[src/rtl/if_fetch_unit_if.sv]
// Instruction-memory req/ack bus between the fetch unit (master) and imem (slave).
interface if_fetch_unit_if;
  logic        imem_req;
  logic [31:0] imem_addr;
  logic        imem_ack;
  logic [31:0] imem_rdata;

  modport master (output imem_req, output imem_addr, input imem_ack, input imem_rdata);
  modport slave  (input imem_req, input imem_addr, output imem_ack, output imem_rdata);
endinterface

[src/rtl/if_fetch_unit.sv]
// Instruction-fetch stage: owns the PC, runs the imem req/ack handshake, handles stalls/redirects.
// Optional IF_ALIGN_CHECK_EN: word-align redirect targets and flag misaligned ones on if_misalign.
module if_fetch_unit #(
  parameter logic [31:0] RESET_PC = 32'h0000_0000,
  parameter logic [31:0] NOP_INST = 32'h0000_0000
) (
  input  logic                   clk_i,
  input  logic                   rst_n_i,
  input  logic                   stall_i,
  input  logic                   redirect_i,
  input  logic [31:0]            redirect_pc_i,
  if_fetch_unit_if.master        imem,
  output logic [31:0]            if_pc,
  output logic [31:0]            if_pc4,
  output logic [31:0]            if_inst,
  output logic                   if_have_inst,
  output logic                   if_misalign
);

  localparam int unsigned XLEN = 32;

  typedef enum logic [1:0] {S_BOOT, S_FETCH, S_HOLD, S_DROP} state_e;

  state_e            state_q, state_d;
  logic [XLEN-1:0]   pc_q, pc_d;
  logic [XLEN-1:0]   hold_q, hold_d;
  logic [XLEN-1:0]   drop_q, drop_d;
  logic [XLEN-1:0]   redir_tgt;
  logic              req_c;
  logic              have_c;
  logic [XLEN-1:0]   inst_c;

`ifdef IF_ALIGN_CHECK_EN
  logic misalign_q;

  assign redir_tgt = {redirect_pc_i[31:2], 2'b00};

  // Every state accepts a redirect, so the flag simply tracks the latest one.
  always_ff @(posedge clk_i or negedge rst_n_i) begin
    if (!rst_n_i) begin
      misalign_q <= 1'b0;
    end else if (redirect_i) begin
      misalign_q <= |redirect_pc_i[1:0];
    end
  end

  assign if_misalign = misalign_q;
`else
  assign redir_tgt   = redirect_pc_i;
  assign if_misalign = 1'b0;
`endif

  always_ff @(posedge clk_i or negedge rst_n_i) begin
    if (!rst_n_i) begin
      state_q <= S_BOOT;
      pc_q    <= RESET_PC;
      hold_q  <= NOP_INST;
      drop_q  <= '0;
    end else begin
      state_q <= state_d;
      pc_q    <= pc_d;
      hold_q  <= hold_d;
      drop_q  <= drop_d;
    end
  end

  // Next-state and presentation logic; redirect always wins over stall.
  always_comb begin
    state_d = state_q;
    pc_d    = pc_q;
    hold_d  = hold_q;
    drop_d  = drop_q;
    req_c   = 1'b0;
    have_c  = 1'b0;
    inst_c  = NOP_INST;

    case (state_q)
      S_BOOT: begin
        state_d = S_FETCH;
        if (redirect_i) pc_d = redir_tgt;
      end

      S_FETCH: begin
        req_c = 1'b1;
        if (redirect_i) begin
          if (imem.imem_ack) begin
            pc_d = redir_tgt;
          end else begin
            // Outstanding request must complete at the old address before refetching.
            drop_d  = redir_tgt;
            state_d = S_DROP;
          end
        end else if (imem.imem_ack) begin
          have_c = 1'b1;
          inst_c = imem.imem_rdata;
          if (stall_i) begin
            hold_d  = imem.imem_rdata;
            state_d = S_HOLD;
          end else begin
            pc_d = pc_q + XLEN'(4);
          end
        end
      end

      S_HOLD: begin
        if (redirect_i) begin
          pc_d    = redir_tgt;
          state_d = S_FETCH;
        end else begin
          have_c = 1'b1;
          inst_c = hold_q;
          if (!stall_i) begin
            pc_d    = pc_q + XLEN'(4);
            state_d = S_FETCH;
          end
        end
      end

      S_DROP: begin
        req_c = 1'b1;
        if (redirect_i) drop_d = redir_tgt;
        if (imem.imem_ack) begin
          state_d = S_FETCH;
          pc_d    = redirect_i ? redir_tgt : drop_q;
        end
      end

      default: state_d = S_BOOT;
    endcase
  end

  // pc_q only moves on ack/redirect/hold-release, so the address is stable while req && !ack.
  assign imem.imem_req  = req_c;
  assign imem.imem_addr = pc_q;
  assign if_pc          = pc_q;
  assign if_pc4         = pc_q + XLEN'(4);
  assign if_inst        = inst_c;
  assign if_have_inst   = have_c;

endmodule

[src/flat_wrapper.sv]
// flat-port wrapper written by rule: the top's interface ports become plain ports
module if_fetch_unit_flat 
#(
  parameter logic [31:0] RESET_PC = 32'h0000_0000,
  parameter logic [31:0] NOP_INST = 32'h0000_0000
)
  (clk_i, rst_n_i, stall_i, redirect_i, redirect_pc_i, if_pc, if_pc4, if_inst, if_have_inst, if_misalign, imem_imem_req, imem_imem_addr, imem_imem_ack, imem_imem_rdata);
  if_fetch_unit_if imem_i ();
  input  logic clk_i;
  input  logic rst_n_i;
  input  logic stall_i;
  input  logic redirect_i;
  input  logic [31:0] redirect_pc_i;
  output logic [31:0] if_pc;
  output logic [31:0] if_pc4;
  output logic [31:0] if_inst;
  output logic if_have_inst;
  output logic if_misalign;
  output wire logic [$bits(imem_i.imem_req)-1:0] imem_imem_req;
  output wire logic [$bits(imem_i.imem_addr)-1:0] imem_imem_addr;
  input wire logic [$bits(imem_i.imem_ack)-1:0] imem_imem_ack;
  input wire logic [$bits(imem_i.imem_rdata)-1:0] imem_imem_rdata;
  assign imem_imem_req = imem_i.imem_req;
  assign imem_imem_addr = imem_i.imem_addr;
  assign imem_i.imem_ack = imem_imem_ack;
  assign imem_i.imem_rdata = imem_imem_rdata;
  if_fetch_unit #(.RESET_PC(RESET_PC), .NOP_INST(NOP_INST)) u_core (.clk_i(clk_i), .rst_n_i(rst_n_i), .stall_i(stall_i), .redirect_i(redirect_i), .redirect_pc_i(redirect_pc_i), .imem(imem_i), .if_pc(if_pc), .if_pc4(if_pc4), .if_inst(if_inst), .if_have_inst(if_have_inst), .if_misalign(if_misalign));
endmodule
[config.mk]
export PLATFORM = sky130hd
export DESIGN_NAME = if_fetch_unit_flat
export DESIGN_NICKNAME = d
export VERILOG_FILES = /design/src/rtl/if_fetch_unit_if.sv /design/src/rtl/if_fetch_unit.sv /design/src/flat_wrapper.sv
export SDC_FILE = /design/constraint.sdc
export NUM_CORES = 1
export LEC_CHECK = 0
export ABC_AREA = 1
export BUFFER_PORTS_ARGS = -buffer_cell sky130_fd_sc_hd__buf_4
export CORE_MARGIN = 2
export CORE_UTILIZATION = 30
export CTS_CLUSTER_DIAMETER = 80
export DETAILED_ROUTE_END_ITERATION = 6
export GPL_TIMING_DRIVEN = 1
export HOLD_SLACK_MARGIN = 0.02
export SYNTH_ARGS = -nofsm -noshare
export SYNTH_HDL_FRONTEND = slang
export SYNTH_SLANG_ARGS = --single-unit
[constraint.sdc]
create_clock -name clk_i -period 5.5 [get_ports clk_i]
set_clock_uncertainty 0.1 [all_clocks]
set_input_delay 1.1 -clock clk_i [delete_from_list [all_inputs] [get_ports clk_i]]
set_output_delay 1.1 -clock clk_i [all_outputs]
set_load 0.02 [all_outputs]
### Word level (Yosys, flattened, before mapping)

Index checks and enable logic that the tools add are counted.
Widths: inputs -> output; s select.

| word-level totals | value |
|---|---|
| bits in registers | 98 |

| cells by class | value |
|---|---|
| $add $sub $neg | 1 |
| equality and inequality tests | 12 |
| mux-type cells | 29 |
| bitwise operators | 1 |
| reduce and logical (&&, ||, !) cells | 7 |

Operators with widths:

| operator | number |
|---|---|
| $mux 32 | 13 |
| $pmux 32 s2 | 2 |
| $pmux 32 s4 | 1 |
| $add 32x3->32 const B | 1 |
| $mux 2 | 7 |
| $ne 3x3->1 const B | 4 |
| $ne 2x2->1 const B | 5 |
| $pmux 2 s4 | 1 |
| $reduce_and 3->1 | 2 |
| $reduce_and 5->1 | 1 |
| $eq 2x2->1 const B | 2 |
| $mux 1 | 4 |
| $reduce_and 4->1 | 1 |
| $eq 2x1->1 const B | 1 |
| $logic_not 2->1 | 1 |
| $pmux 1 s2 | 1 |
| $reduce_bool 2->1 | 1 |
| $reduce_or 2->1 | 1 |
| $not 1->1 | 1 |

### Logic depth before layout (Yosys ltp)

| logic depth | value |
|---|---|
| depth after elaboration | 5 |
| mapped depth | 14 |

### Least setup slack after synthesis

No wires, ideal clock.

| timing | value |
|---|---|
| kind | input to output |
| from | input redirect_i |
| to | output if_inst[0] |
| data arrival time | 2,256 ps |
| data required time | 4,300 ps |
| path slack | 2,044 ps |
| cell stages on the path | 8 |
| path buffers | 3 |
| cells stage by stage | buf_4 > inv_1 > buf_4 > nand2_1 > inv_1 > buf_2 > nand2_1 > a21oi_1 |

| between the ends | value |
|---|---|
| longest elaborated chain between the ends | 2 |
| elaborated cells on any way between the ends | 3 |

RTL lines:

| element | line | source |
|---|---|---|
| from (decl) | flat_wrapper.sv:12 | `input logic redirect_i;` |
| $mux 32, on equally long branches | if_fetch_unit.sv:106, if_fetch_unit.sv:85 |  |
| $pmux 32 s2 * | if_fetch_unit.sv:77 | `case (state_q)` |
| to (decl) | flat_wrapper.sv:16 | `output logic [31:0] if_inst;` |

Every way passes the cells marked *; elsewhere a longest branch is shown, timed or not.

### Final worst setup path

| timing | value |
|---|---|
| from | input redirect_i |
| to | output if_inst[19] |

The elaborated chain is that of the path after synthesis.

==> results.md <==
* Register area share after synthesis at ~37%
* Antenna violations before repair at 0
* Overflow after GRT at 0
* Vias per inst at approximately 4.8
* Ys Warns at 0
* Longest Clk Path Bufs at 2
* Final setup violation count at 0
* Critical Setup Path Class: input pin to primary output
* Routing usage on met3 at approximately 3.2%
* RR Endpoint: u_core.if_pc[19]
* Crit-path max cell delay at slightly above 0.4 ns
* Overall Global Routing Usage at about 18%
* Clock Tree Root: clkbuf_16
* Synth area leader: dfrtp_1
* Hold depth at 2
* Path depth of the worst reg2reg path at 10
* H-tree Lvls at 3
* Syn Std Cell Area at roughly 0.0067 mm²
* Port-buffer cells at between 150 and 200
* Synth async-reset ratio at between 90% and 100%
* Die Area at around 0.024 mm²
* Synth unique cells at 43
* Hold WC Path Type: flop to flop
* Worst-path maximum fanout at between 40 and 50
* M1 GR Usage at roughly a quarter
* CTS tree: built
* Setup TNS at 0 ns
* Layout cells sized above 1 at between 20% and 30%
* Worst-Margin Slew at roughly 1.2 ns
* Layout net count at ~1200
* Top_reg_cell synth: dfrtp_1
* R2R setup slack at between 1.5 and 2 ns
* IO Count at 200
* Rows at 54
* Vias in the first global route at 6130
* Final HPWL DP at approximately 15 mm
* Reg clk slew, reported paths at roughly 0.080 ns
* Syn_nets at ~1100
* First-pass GRT wire length at roughly 34 mm
* GRT busiest layer: met2
* Maxcap violations at 0
* Inst Count DP at between 1000 and 1500
* Number of diodes at 0
* Power Density at between 600 and 700 mW/mm²
* Hold WS at 0.4126 ns
* Hold Path Sink: u_core.hold_q[26]
* CP Capture Type: primary output
* Number of remaining DRC errors at 0
* Synth top area share at between 30% and 40%
* Final Hold Vio Count at 0
* Clock sinks at 98
* Max VDD drop at 0.0003228 V
* Slew Viols, Final at 0
* Hold Startpoint: u_core.hold_q[26]
* Crit path buffers/inverters at 4
* Total power at 5.248 mW
* Clock Latency Late Sink at 0.36 ns
* Core area at 0.02189 mm²
* Max-slew headroom at approximately 23%
* Syn avg cell area at between 6 and 7 µm²
* Static leakage power at ~3.9 nW
* Critical Path AT at roughly 3 ns
* Final period util at between 70% and 80%
* Cell Chain, Critical Path: buf_4 -> nor2_2 -> nand2_1 -> buf_4 -> inv_2 -> nand2_1 -> a21oi_1 -> buf_4
* Commonest cells after routing, fill and taps aside: nand2_1 (319), buf_4 (207), a21oi_1 (115)
* Most used cell, CP: buf_4
* First-pass detailed-route iteration total at 5
* Vias at about 6800
* Seq cells post-synth at slightly below 100
* Horiz. Die Dim at around 150 µm
* Largest net degree at the start of global routing at 66
* Post-Syn Instances at approximately 990
* Run status: finished, final reports clean
* GRT met2 Usage at 27.24%
* Top delay family on crit path: buffers and inverters
* Min Tclk post-route at 4.119 ns
* Post-DR wirelength/cell at 15.36 µm
* Fmax at 242.8 MHz
* CP max stage cell: inv_2
* Non-Filler Instances at ~1400
* Routability congestion estimate at approximately 0.84
* Commonest non-fill, non-tap cell in the layout: nand2_1
* Worst R2R Start: u_core.state_q[0]
* RSZ-0062 raised after global routing: false
* CTS buffer count at 9
* Iter 0 DRT Violations at between 400 and 500
* Synth area leaders: dfrtp_1 (37%), nand2_1 (18%), a21oi_1 (8.6%)
* Post-CTS setup buffers at 0
* WP data required at 4.30 ns
* Post-synth EDFFs at 0
* DIE HEIGHT at approximately 150 µm
* Post_cts resized at 0
* Routed WL at 21.45 mm
* Crit start category: input pin
* Layout area overhead at 24.65%
* Layout Utilization at between 30% and 40%
* ANT nets after route at 0
* # hold bufs at CTS at 0
* Starting Density at just over 30%
[synthesized netlist by cell type (all sizes together), types with 2 or more instances]
cell / instances
o211ai: 11
inv: 42
ha: 7
nand2: 322
clkbuf: 23
nand3: 12
nor2: 120
o2111ai: 2
a31oi: 9
nor3b: 2
buf: 70
xor2: 8
nand4: 3
o21ai: 112
a21oi: 115
nor3: 4
or2: 2
xnor2: 12
clkinv: 2
dfrtp: 98
o221ai: 3
[worst max path at each step]
stage / start / to / slack [ns] / cells after the start
detailed placement: redirect_i / if_inst[5] / 1.36 / 8
global route: redirect_i / if_inst[19] / 1.21 / 8
global placement: redirect_i / if_inst[2] / 1.39 / 8
CTS: redirect_i / if_inst[5] / 1.35 / 8
floorplan: redirect_i / if_inst[0] / 2.04 / 8
finish: redirect_i / if_inst[19] / 1.38 / 8
[flip-flops by register name, summed over array words and instances, names as in the netlist]
| register | count |
|---|---|
| u_core.drop_q | 32 |
| u_core.hold_q | 32 |
| u_core.if_pc | 32 |
| u_core.state_q | 2 |
[routing by layer]
layer	up-vias	share of wire, %
li1	3426	-
met1	3058	48
met2	258	43
met3	25	7.2
met4	0	1.9
met5	-	0
[power breakdown]
| group | total, mW | internal (mW) | switching, mW |
|---|---|---|---|
| clock network | 0.628 | 0.324 | 0.305 |
| registers | 1.46 | 1.09 | 0.365 |
| logic | 3.16 | 1.14 | 2.03 |
| total | 5.25 | 2.55 | 2.70 |
[area by class of cell]
cell class                 instances  area (µm²)
clock buffer                      10       239.0
clock inverter                     6       48.80
fill                            2354       13520
inverter                          44       165.2
multi-input combinational        751        3561
sequential                        98        2452
tap                              280       350.3
timing repair buffer             207        1554
[logic make-up (layout without fill, tap and decap cells)]
kind of cell             Yosys count  in the layout  share of synthesized area (%)
AO/OA/AOI/OAI                    256            256                          20.24
XOR/XNOR                          20             20                          3.168
adder cells (fa/ha/maj)            7              7                          1.304
buffers and inverters            137            267                          10.53
flip-flops                        98             98                          36.52
other                              1              1                        0.05584
AND/OR/NAND/NOR                  467            467                          28.19
[metrics by stage]
stage / area [µm²] / setup WS, ns
floorplan: 6715 / 2.044
global placement: 8083 / 1.392
detailed placement: 8083 / 1.362
CTS: 8371 / 1.353
global route: 8371 / 1.206
finish: 8371 / 1.381
[worst min-delay path, delay by kind of cell (launching register included)]
| family | cells | cell delay [ns] |
|---|---|---|
| AO/OA/AOI/OAI | 2 | 0.13 |
| flip-flops | 1 | 0.35 |
Power figures use the tool's default switching activity.
